File: config.mk
export PLATFORM = sky130hd
export DESIGN_NAME = mem_wb_stage
export DESIGN_NICKNAME = d
export VERILOG_FILES = /design/src/rtl/mem_wb_stage.sv
export SDC_FILE = /design/constraint.sdc
export NUM_CORES = 1
export LEC_CHECK = 0
export CORE_MARGIN = 2
export CORE_UTILIZATION = 48
export CTS_CLUSTER_SIZE = 40
export DETAILED_ROUTE_END_ITERATION = 7
export GPL_TIMING_DRIVEN = 0
export PLACE_DENSITY = 0.87
export SLEW_MARGIN = 20
export SYNTH_ARGS = -nofsm -noshare
export SYNTH_HDL_FRONTEND = slang
export SYNTH_SLANG_ARGS = --single-unit
export TNS_END_PERCENT = 30
File: constraint.sdc
create_clock -name clk -period 11.09 [get_ports clk]
set_input_delay 2.218 -clock clk [delete_from_list [all_inputs] [get_ports clk]]
set_output_delay 2.218 -clock clk [all_outputs]
set_load 0.02 [all_outputs]
File: src/rtl/mem_wb_stage.sv
// Memory + write-back stage: issues one data-memory access per load/store,
// aligns load data and drives a single-cycle register-file write.
module mem_wb_stage #(
  parameter int ACK_TIMEOUT = 255
) (
  input  logic        clk,
  input  logic        rst,
  input  logic        ex_valid,
  input  logic        ex_reg_write,
  input  logic [4:0]  ex_rd,
  input  logic [1:0]  ex_wb_sel,
  input  logic        ex_is_store,
  input  logic [2:0]  ex_funct3,
  input  logic [31:0] ex_alu_result,
  input  logic [31:0] ex_store_data,
  input  logic [31:0] ex_pc_plus4,
  output logic        ex_ready,
  output logic        dmem_req,
  output logic        dmem_we,
  output logic [31:0] dmem_addr,
  output logic [31:0] dmem_wdata,
  output logic [3:0]  dmem_wmask,
  input  logic        dmem_ack,
  input  logic [31:0] dmem_rdata,
  output logic        wb_write_enable,
  output logic [4:0]  wb_write_address,
  output logic [31:0] wb_write_data,
  output logic        misalign_err,
  output logic        bus_err
);
  localparam int CW = (ACK_TIMEOUT < 2) ? 1 : $clog2(ACK_TIMEOUT);

  typedef enum logic [1:0] {IDLE = 2'd0, MEM = 2'd1, WB = 2'd2} state_t;

  state_t        state;
  logic [CW-1:0] cnt;
  logic          r_reg_write;
  logic [2:0]    r_funct3;
  logic [1:0]    r_off;

  logic          accept, ex_is_mem, ex_mis, cnt_last;
  logic [3:0]    ex_wmask;
  logic [31:0]   ex_wdata, load_data;

  assign ex_ready  = (state != MEM);
  assign dmem_req  = (state == MEM);
  assign accept    = ex_valid && ex_ready;
  assign ex_is_mem = ex_is_store || (ex_wb_sel == 2'b01);
  assign ex_mis    = ex_is_mem &&
                     (((ex_funct3[1:0] == 2'b01) && ex_alu_result[0]) ||
                      ((ex_funct3[1:0] == 2'b10) && (ex_alu_result[1:0] != 2'b00)));
  assign cnt_last  = (cnt == CW'(ACK_TIMEOUT - 1));

  always_comb begin
    ex_wmask = 4'b1111;
    ex_wdata = ex_store_data;
    case (ex_funct3[1:0])
      2'b00: begin
        ex_wmask = 4'b0001 << ex_alu_result[1:0];
        ex_wdata = {4{ex_store_data[7:0]}};
      end
      2'b01: begin
        ex_wmask = 4'b0011 << ex_alu_result[1:0];
        ex_wdata = {2{ex_store_data[15:0]}};
      end
      default: ;
    endcase
  end

  // Byte/halfword lane picked by the low address bits captured at accept.
  always_comb begin
    logic [7:0]  b;
    logic [15:0] h;
    b = dmem_rdata[{r_off, 3'b000} +: 8];
    h = dmem_rdata[{r_off[1], 4'b0000} +: 16];
    case (r_funct3)
      3'b000:  load_data = {{24{b[7]}}, b};
      3'b100:  load_data = {24'd0, b};
      3'b001:  load_data = {{16{h[15]}}, h};
      3'b101:  load_data = {16'd0, h};
      default: load_data = dmem_rdata;
    endcase
  end

  always_ff @(posedge clk or posedge rst) begin
    if (rst) begin
      state            <= IDLE;
      cnt              <= '0;
      r_reg_write      <= 1'b0;
      r_funct3         <= 3'd0;
      r_off            <= 2'd0;
      dmem_we          <= 1'b0;
      dmem_addr        <= 32'd0;
      dmem_wdata       <= 32'd0;
      dmem_wmask       <= 4'd0;
      wb_write_enable  <= 1'b0;
      wb_write_address <= 5'd0;
      wb_write_data    <= 32'd0;
      misalign_err     <= 1'b0;
      bus_err          <= 1'b0;
    end else begin
      wb_write_enable <= 1'b0;
      misalign_err    <= 1'b0;
      bus_err         <= 1'b0;
      case (state)
        MEM: begin
          if (dmem_ack) begin
            if (dmem_we) begin
              state <= IDLE;
            end else begin
              state           <= WB;
              wb_write_enable <= r_reg_write && (wb_write_address != 5'd0);
              wb_write_data   <= load_data;
            end
          end else if (cnt_last) begin
            state   <= IDLE;
            bus_err <= 1'b1;
          end else begin
            cnt <= cnt + 1'b1;
          end
        end
        default: begin
          if (accept) begin
            r_reg_write      <= ex_reg_write;
            r_funct3         <= ex_funct3;
            r_off            <= ex_alu_result[1:0];
            wb_write_address <= ex_rd;
            cnt              <= '0;
            if (ex_is_mem && !ex_mis) begin
              state      <= MEM;
              dmem_we    <= ex_is_store;
              dmem_addr  <= {ex_alu_result[31:2], 2'b00};
              dmem_wdata <= ex_wdata;
              dmem_wmask <= ex_wmask;
            end else begin
              // Non-memory ops and misaligned accesses finish in one WB cycle.
              state           <= WB;
              misalign_err    <= ex_mis;
              wb_write_enable <= ex_reg_write && (ex_rd != 5'd0) && !ex_mis;
              wb_write_data   <= (ex_wb_sel == 2'b10) ? ex_pc_plus4 : ex_alu_result;
            end
          end else begin
            state <= IDLE;
          end
        end
      endcase
    end
  end
endmodule

Word-level counts from Yosys, hierarchy flattened:

Cells that the tools add are included.

* input port bits: 144
* word-level logic and storage cells: 87
* bits in registers: 123

* add/subtract/negate cells: 1
* shifts and indexed selects: 4
* bitwise logic cells: 1
* equality and inequality tests: 16
* reductions and logical operators: 21
* multiplexer cells: 30

Operators with widths (number)
* 32-bit 2-to-1 mux: 6
* 32-bit one-hot mux with 4 select lines: 1
* 32-bit one-hot mux with 2 select lines: 1
* 8-bit 2-to-1 mux: 4
* 32-bit by 6-bit variable part select with 16-bit output: 1
* 32-bit by 6-bit variable part select with 8-bit output: 1
* 2-bit 2-to-1 mux: 6
* 1-bit 2-to-1 mux: 11
* 5-bit nonzero test: 2
* 8-bit by 1-bit adder with 8-bit output (second input constant): 1
* 8-bit equality test (second input constant): 1
* 1-bit logical AND: 8
* 2-bit inequality test (second input constant): 4
* 4-bit one-hot mux with 2 select lines: 1
* 2-bit by 1-bit equality test with 1-bit output (second input constant): 3
* 3-bit equality test (second input constant): 2
* 3-bit AND reduction: 2
* 2-bit equality test (second input constant): 2
* 2-bit by 1-bit inequality test with 1-bit output (second input constant): 2
* 4-bit AND reduction: 1
* 2-bit nonzero test: 2
* 1-bit by 2-bit left shift with 4-bit output (first input constant): 1
* 2-bit by 2-bit left shift with 4-bit output (first input constant): 1
* 3-bit by 1-bit equality test with 1-bit output (second input constant): 1
* 7 further kinds: 8

Logic depth before layout (Yosys ltp):

* depth in word-level cells: 9
* mapped depth: 7
* depth with buffers taken out: 6

Least setup slack after synthesis:

OpenSTA, ideal clock, no wires.

* path kind: input to register
* from: input ex_funct3[0]
* to: register dmem_addr[2]
* setup slack: 7.376 ns
* data required time: 10.963 ns
* arrival time: 3.587 ns
* path buffers: 3
* setup time: 0.127 ns
* cell stages on the path: 7
* cell sequence: buf_4 -> xnor2_2 -> o21a_1 -> nor3b_2 -> buf_6 -> buf_6 -> mux2_1

* word-level cells in the longest chain between the ends: 7
* elaborated cells between the ends (all ways): 9

RTL lines
* start, declared: line 13 `input logic [2:0] ex_funct3,`
* 2-bit by 1-bit equality test with 1-bit output or 2-bit equality test (tied branches): line 50, 51
* 1-bit logical AND (on tied branches): line 50, 51
* 1-bit logical OR *: line 50 `(((ex_funct3[1:0] == 2'b01) && ex_alu_result[0]) ||`
* 1-bit logical AND *: line 49 `assign ex_mis = ex_is_mem &&`
* 1-bit zero test *: line 129 `if (ex_is_mem && !ex_mis) begin`
* 1-bit logical AND *: line 129
* 3-bit AND reduction (no source line) *
* end signal, assigned: line 132 `dmem_addr <= {ex_alu_result[31:2], 2'b00};`
* end, declared: line 20 `output logic [31:0] dmem_addr,`

Mark *: on every way between the ends. The rest lies on a longest branch, timed or not.
A chain may end at the register's enable or synchronous reset.

Worst setup path in the final report:

* from: register state[1]
* to: output dmem_req

* word-level cells in the longest chain between the ends: 1

RTL lines
* start, declared: line 35 `state_t state;`
* start signal, assigned: line 87 `state <= IDLE;`
* start signal, assigned: line 109 `state <= IDLE;`
* start signal, assigned: line 111 `state <= WB;`
* 2-bit by 1-bit equality test with 1-bit output: line 46 `assign dmem_req = (state == MEM);`
* end, declared: line 18 `output logic dmem_req,`

No other way between the ends.

==> impl_metrics.csv <==
group,metric,value,unit
status,status,"complete, no violations",
logic_synthesis,syn_area_per_cell,11.38,um^2
clocking,cts_resized,0,
place,io_buffers,251,
global_route,antenna_found_initial,0,
power_and_ir_drop,p_per_area,206.8,mW/mm^2
timing,fin_crit_sh,42.64,%
floorplanning,initial_core_util,49.38,%
global_route,grt_pass1_vias,6359,
drt,postRouteAntennaNets,0,
place,place.gp.congestion,0.8600,
logic_synthesis,synth_cell_types,57,
worst_setup_path,end_kind,"output port",
timing,min_period,4.728,ns
finish,fin_nets,997,
worst_setup_path,critPathArrivalTime,2.51,ns
drt,first_pass_iters,5,
clocking,post-cts-setup-buffers,0,
logic_synthesis,synth_cells,579,
clocking,htree_levels,4,
place,pre_cts_ws,6.344,ns
hold_path,hold_class,"reg -> reg",
worst_setup_path,timing.rr.end,"dmem_wdata[8]$_DFFE_PP0P_",
timing,fin_skew,0.007656,ns
worst_setup_path,crit_fanout,10,
timing,relSlewSlack,51.96,%
clocking,path_clk_slew,0.05,ns
floorplanning,rows,42,
clocking,cts_tree,"yes",
hold_path,hp-start,"dmem_wdata[11]$_DFFE_PP0P_",
timing,hold_viol,0,
global_route,grt_overflow_total,0,
clocking,cts_root_buf,"clkbuf_16",
finish,areaGrowthSynthToFinish,51.44,%
global_route,grt_pass1_wl,35020,um
clocking,cts.hold.buffers_added,0,
clocking,clock_latency,0.42,ns
finish,mostFrequentLayoutCell,"clkdlybuf4s50_1",
place,dp.cells,1008,
timing,fin_ws,6.362,ns
finish,n_antenna_cell,0,
worst_setup_path,cpPeakStageDelay,0.66,ns
timing,max_freq,211.5,MHz
logic_synthesis,seq_area_frac_synth,46.70,%
finish,drive_gt1_share,18.75,%
drt,drc_errors,0,
clocking,clk_path_buf_depth,2,
clocking,clock_sinks,123,
floorplanning,coreArea,0.01335,mm^2
run,maxCapViolations,0,
timing,worst_slew_pin_slew,0.7180,ns
place,hpwlAfterDp,16810,um
power_and_ir_drop,vdd_drop_max,155.6,uV
drt,routedWlPerCell,21.78,um
worst_setup_path,crit_type,"reg -> out",
logic_synthesis,ys_async_sr_fraction,100.0,%
timing,holdWs,0.4832,ns
worst_setup_path,start_kind,"flip-flop",
timing,finalSetupTns,0,ns
worst_setup_path,regToRegStartpoint,"state[1]$_DFFE_PP0P_",
drt,wl,22650,um
logic_synthesis,ys_ff_latch,123,
worst_setup_path,cp.required,8.87,ns
drt,avgViaCountPerCell,5.826,
timing,drv_slew,0,
floorplanning,dieHeight,121.2,um
clocking,cts_buffers,17,
logic_synthesis,ys.flop_type,"dfrtp_1",
floorplanning,dieArea,0.01469,mm^2
hold_path,hold_end,"dmem_wdata[11]$_DFFE_PP0P_",
worst_setup_path,cp_slowest_cell,"clkdlybuf4s50_1",
timing,setup_viol,0,
power_and_ir_drop,power_leakage,4.052,nW
hold_path,min_path_cells,1,
drt,first_iter_violations,408,
finish,fin_cells,1040,
worst_setup_path,r2r_cells,6,
floorplanning,die_w,121.2,um
floorplanning,ios,255,
worst_setup_path,path_cells,"nand2b_4, inv_1, clkbuf_1, buf_2, clkdlybuf4s50_1",
logic_synthesis,synth_edf_count,0,
logic_synthesis,syn-cell-area,0.006591,mm^2
timing,rsz0062_at_grt,"false",
global_route,grt_max_degree,82,
global_route,grt_usage,31.22,%
worst_setup_path,reg2reg_slack,8.84,ns
finish,final_cell_mix,"clkdlybuf4s50_1, dfrtp_1, mux2_2",
drt,vias,6059,
logic_synthesis,ys_warn_count,0,
-- per-stage QoR --
step                      power [mW]  util (%)  area [um^2]
after CTS                      2.068     74.78         9982
after global routing           2.146     74.78         9982
after detailed placement       1.482     70.13         9360
final                          2.064     74.78         9982
after floorplan                1.068         -         6595
after global placement         1.453     69.88         9328
-- routing by layer --
metal | track usage [%] | up-vias | routed length [um]
met5 | 0 | - | 0
met4 | 12.07 | 0 | 635
met3 | 7.660 | 49 | 1759
met2 | 52.98 | 289 | 11330
met1 | 38.39 | 3009 | 8930
li1 | - | 2712 | -
-- kinds of logic (layout without fill, tap and decap cells) --
group / Yosys count / count (layout) / share of synthesized area (%)
AO/OA/AOI/OAI: 150 / 150 / 15.60
XOR/XNOR: 4 / 4 / 0.6455
adder cells (fa/ha/maj): 2 / 2 / 0.3796
buffers and inverters: 53 / 337 / 4.062
flip-flops: 123 / 123 / 46.70
multiplexers: 135 / 135 / 23.10
other: 1 / 2 / 0.05689
AND/OR/NAND/NOR: 111 / 111 / 9.453
-- report_power, final --
group / total [mW] / internal (mW) / switching (mW)
clock network: 0.576 / 0.376 / 0.201
logic: 0.824 / 0.414 / 0.411
registers: 0.663 / 0.581 / 0.0820
total: 2.06 / 1.37 / 0.693
-- synthesized netlist by cell type, drive strengths merged (7+ instances only) --
| cell type | number | share of area (%) |
|---|---|---|
| a211oi | 32 | 3.8 |
| a21oi | 18 | 1.4 |
| a22oi | 7 | 0.80 |
| a31oi | 8 | 0.76 |
| a32o | 7 | 1.1 |
| and3b | 17 | 2.3 |
| buf | 22 | 2.3 |
| clkbuf | 25 | 1.4 |
| dfrtp | 123 | 47 |
| mux2 | 117 | 20 |
| mux2i | 17 | 2.8 |
| nand2 | 51 | 2.9 |
| nand3 | 7 | 0.53 |
| nor2 | 9 | 0.51 |
| o21ai | 34 | 2.6 |
| o22ai | 23 | 2.2 |
| o32a | 7 | 1.1 |
-- sequential cells by signal, indices dropped and copies added (netlist names) --
name / count
wb_write_data: 32
dmem_wdata: 32
r_reg_write: 1
r_off: 2
dmem_we: 1
state: 2
cnt: 8
misalign_err: 1
r_funct3: 3
dmem_wmask: 4
wb_write_address: 5
dmem_addr: 30
wb_write_enable: 1
bus_err: 1
-- layout make-up --
type	count	area, um^2
flip-flops and latches	123	3078
inverters	6	27.53
multi-input cells	404	3249
fillers	902	3366
well taps	176	220.2
repair buffers	252	2540
clock buffers	21	480.5
clock inverters	11	141.4
plain buffers	47	245.2
-- worst max-delay path by stage --
stage | slack [ns] | cells past startpoint | to | from
after global routing | 6.28 | 5 | dmem_req | state[1]$_DFFE_PP0P_
after global placement | 3.92 | 2 | wb_write_address[1]$_DFFE_PP0P_ | rst
after detailed placement | 6.34 | 7 | dmem_wdata[9]$_DFFE_PP0P_ | ex_wb_sel[1]
after CTS | 6.38 | 5 | dmem_req | state[1]$_DFFE_PP0P_
after floorplan | 5.60 | 1 | bus_err$_DFF_PP0_ | rst
final | 6.36 | 5 | dmem_req | state[1]$_DFFE_PP0P_
-- critical path, delay by kind of cell, from the launching register on --
family,cells,cell delay [ns]
and+or+nand+nor,1,0.18
DFF,1,0.42
buffers and inverters,4,1.50
No activity file was read; power rests on OpenSTA's default activity.
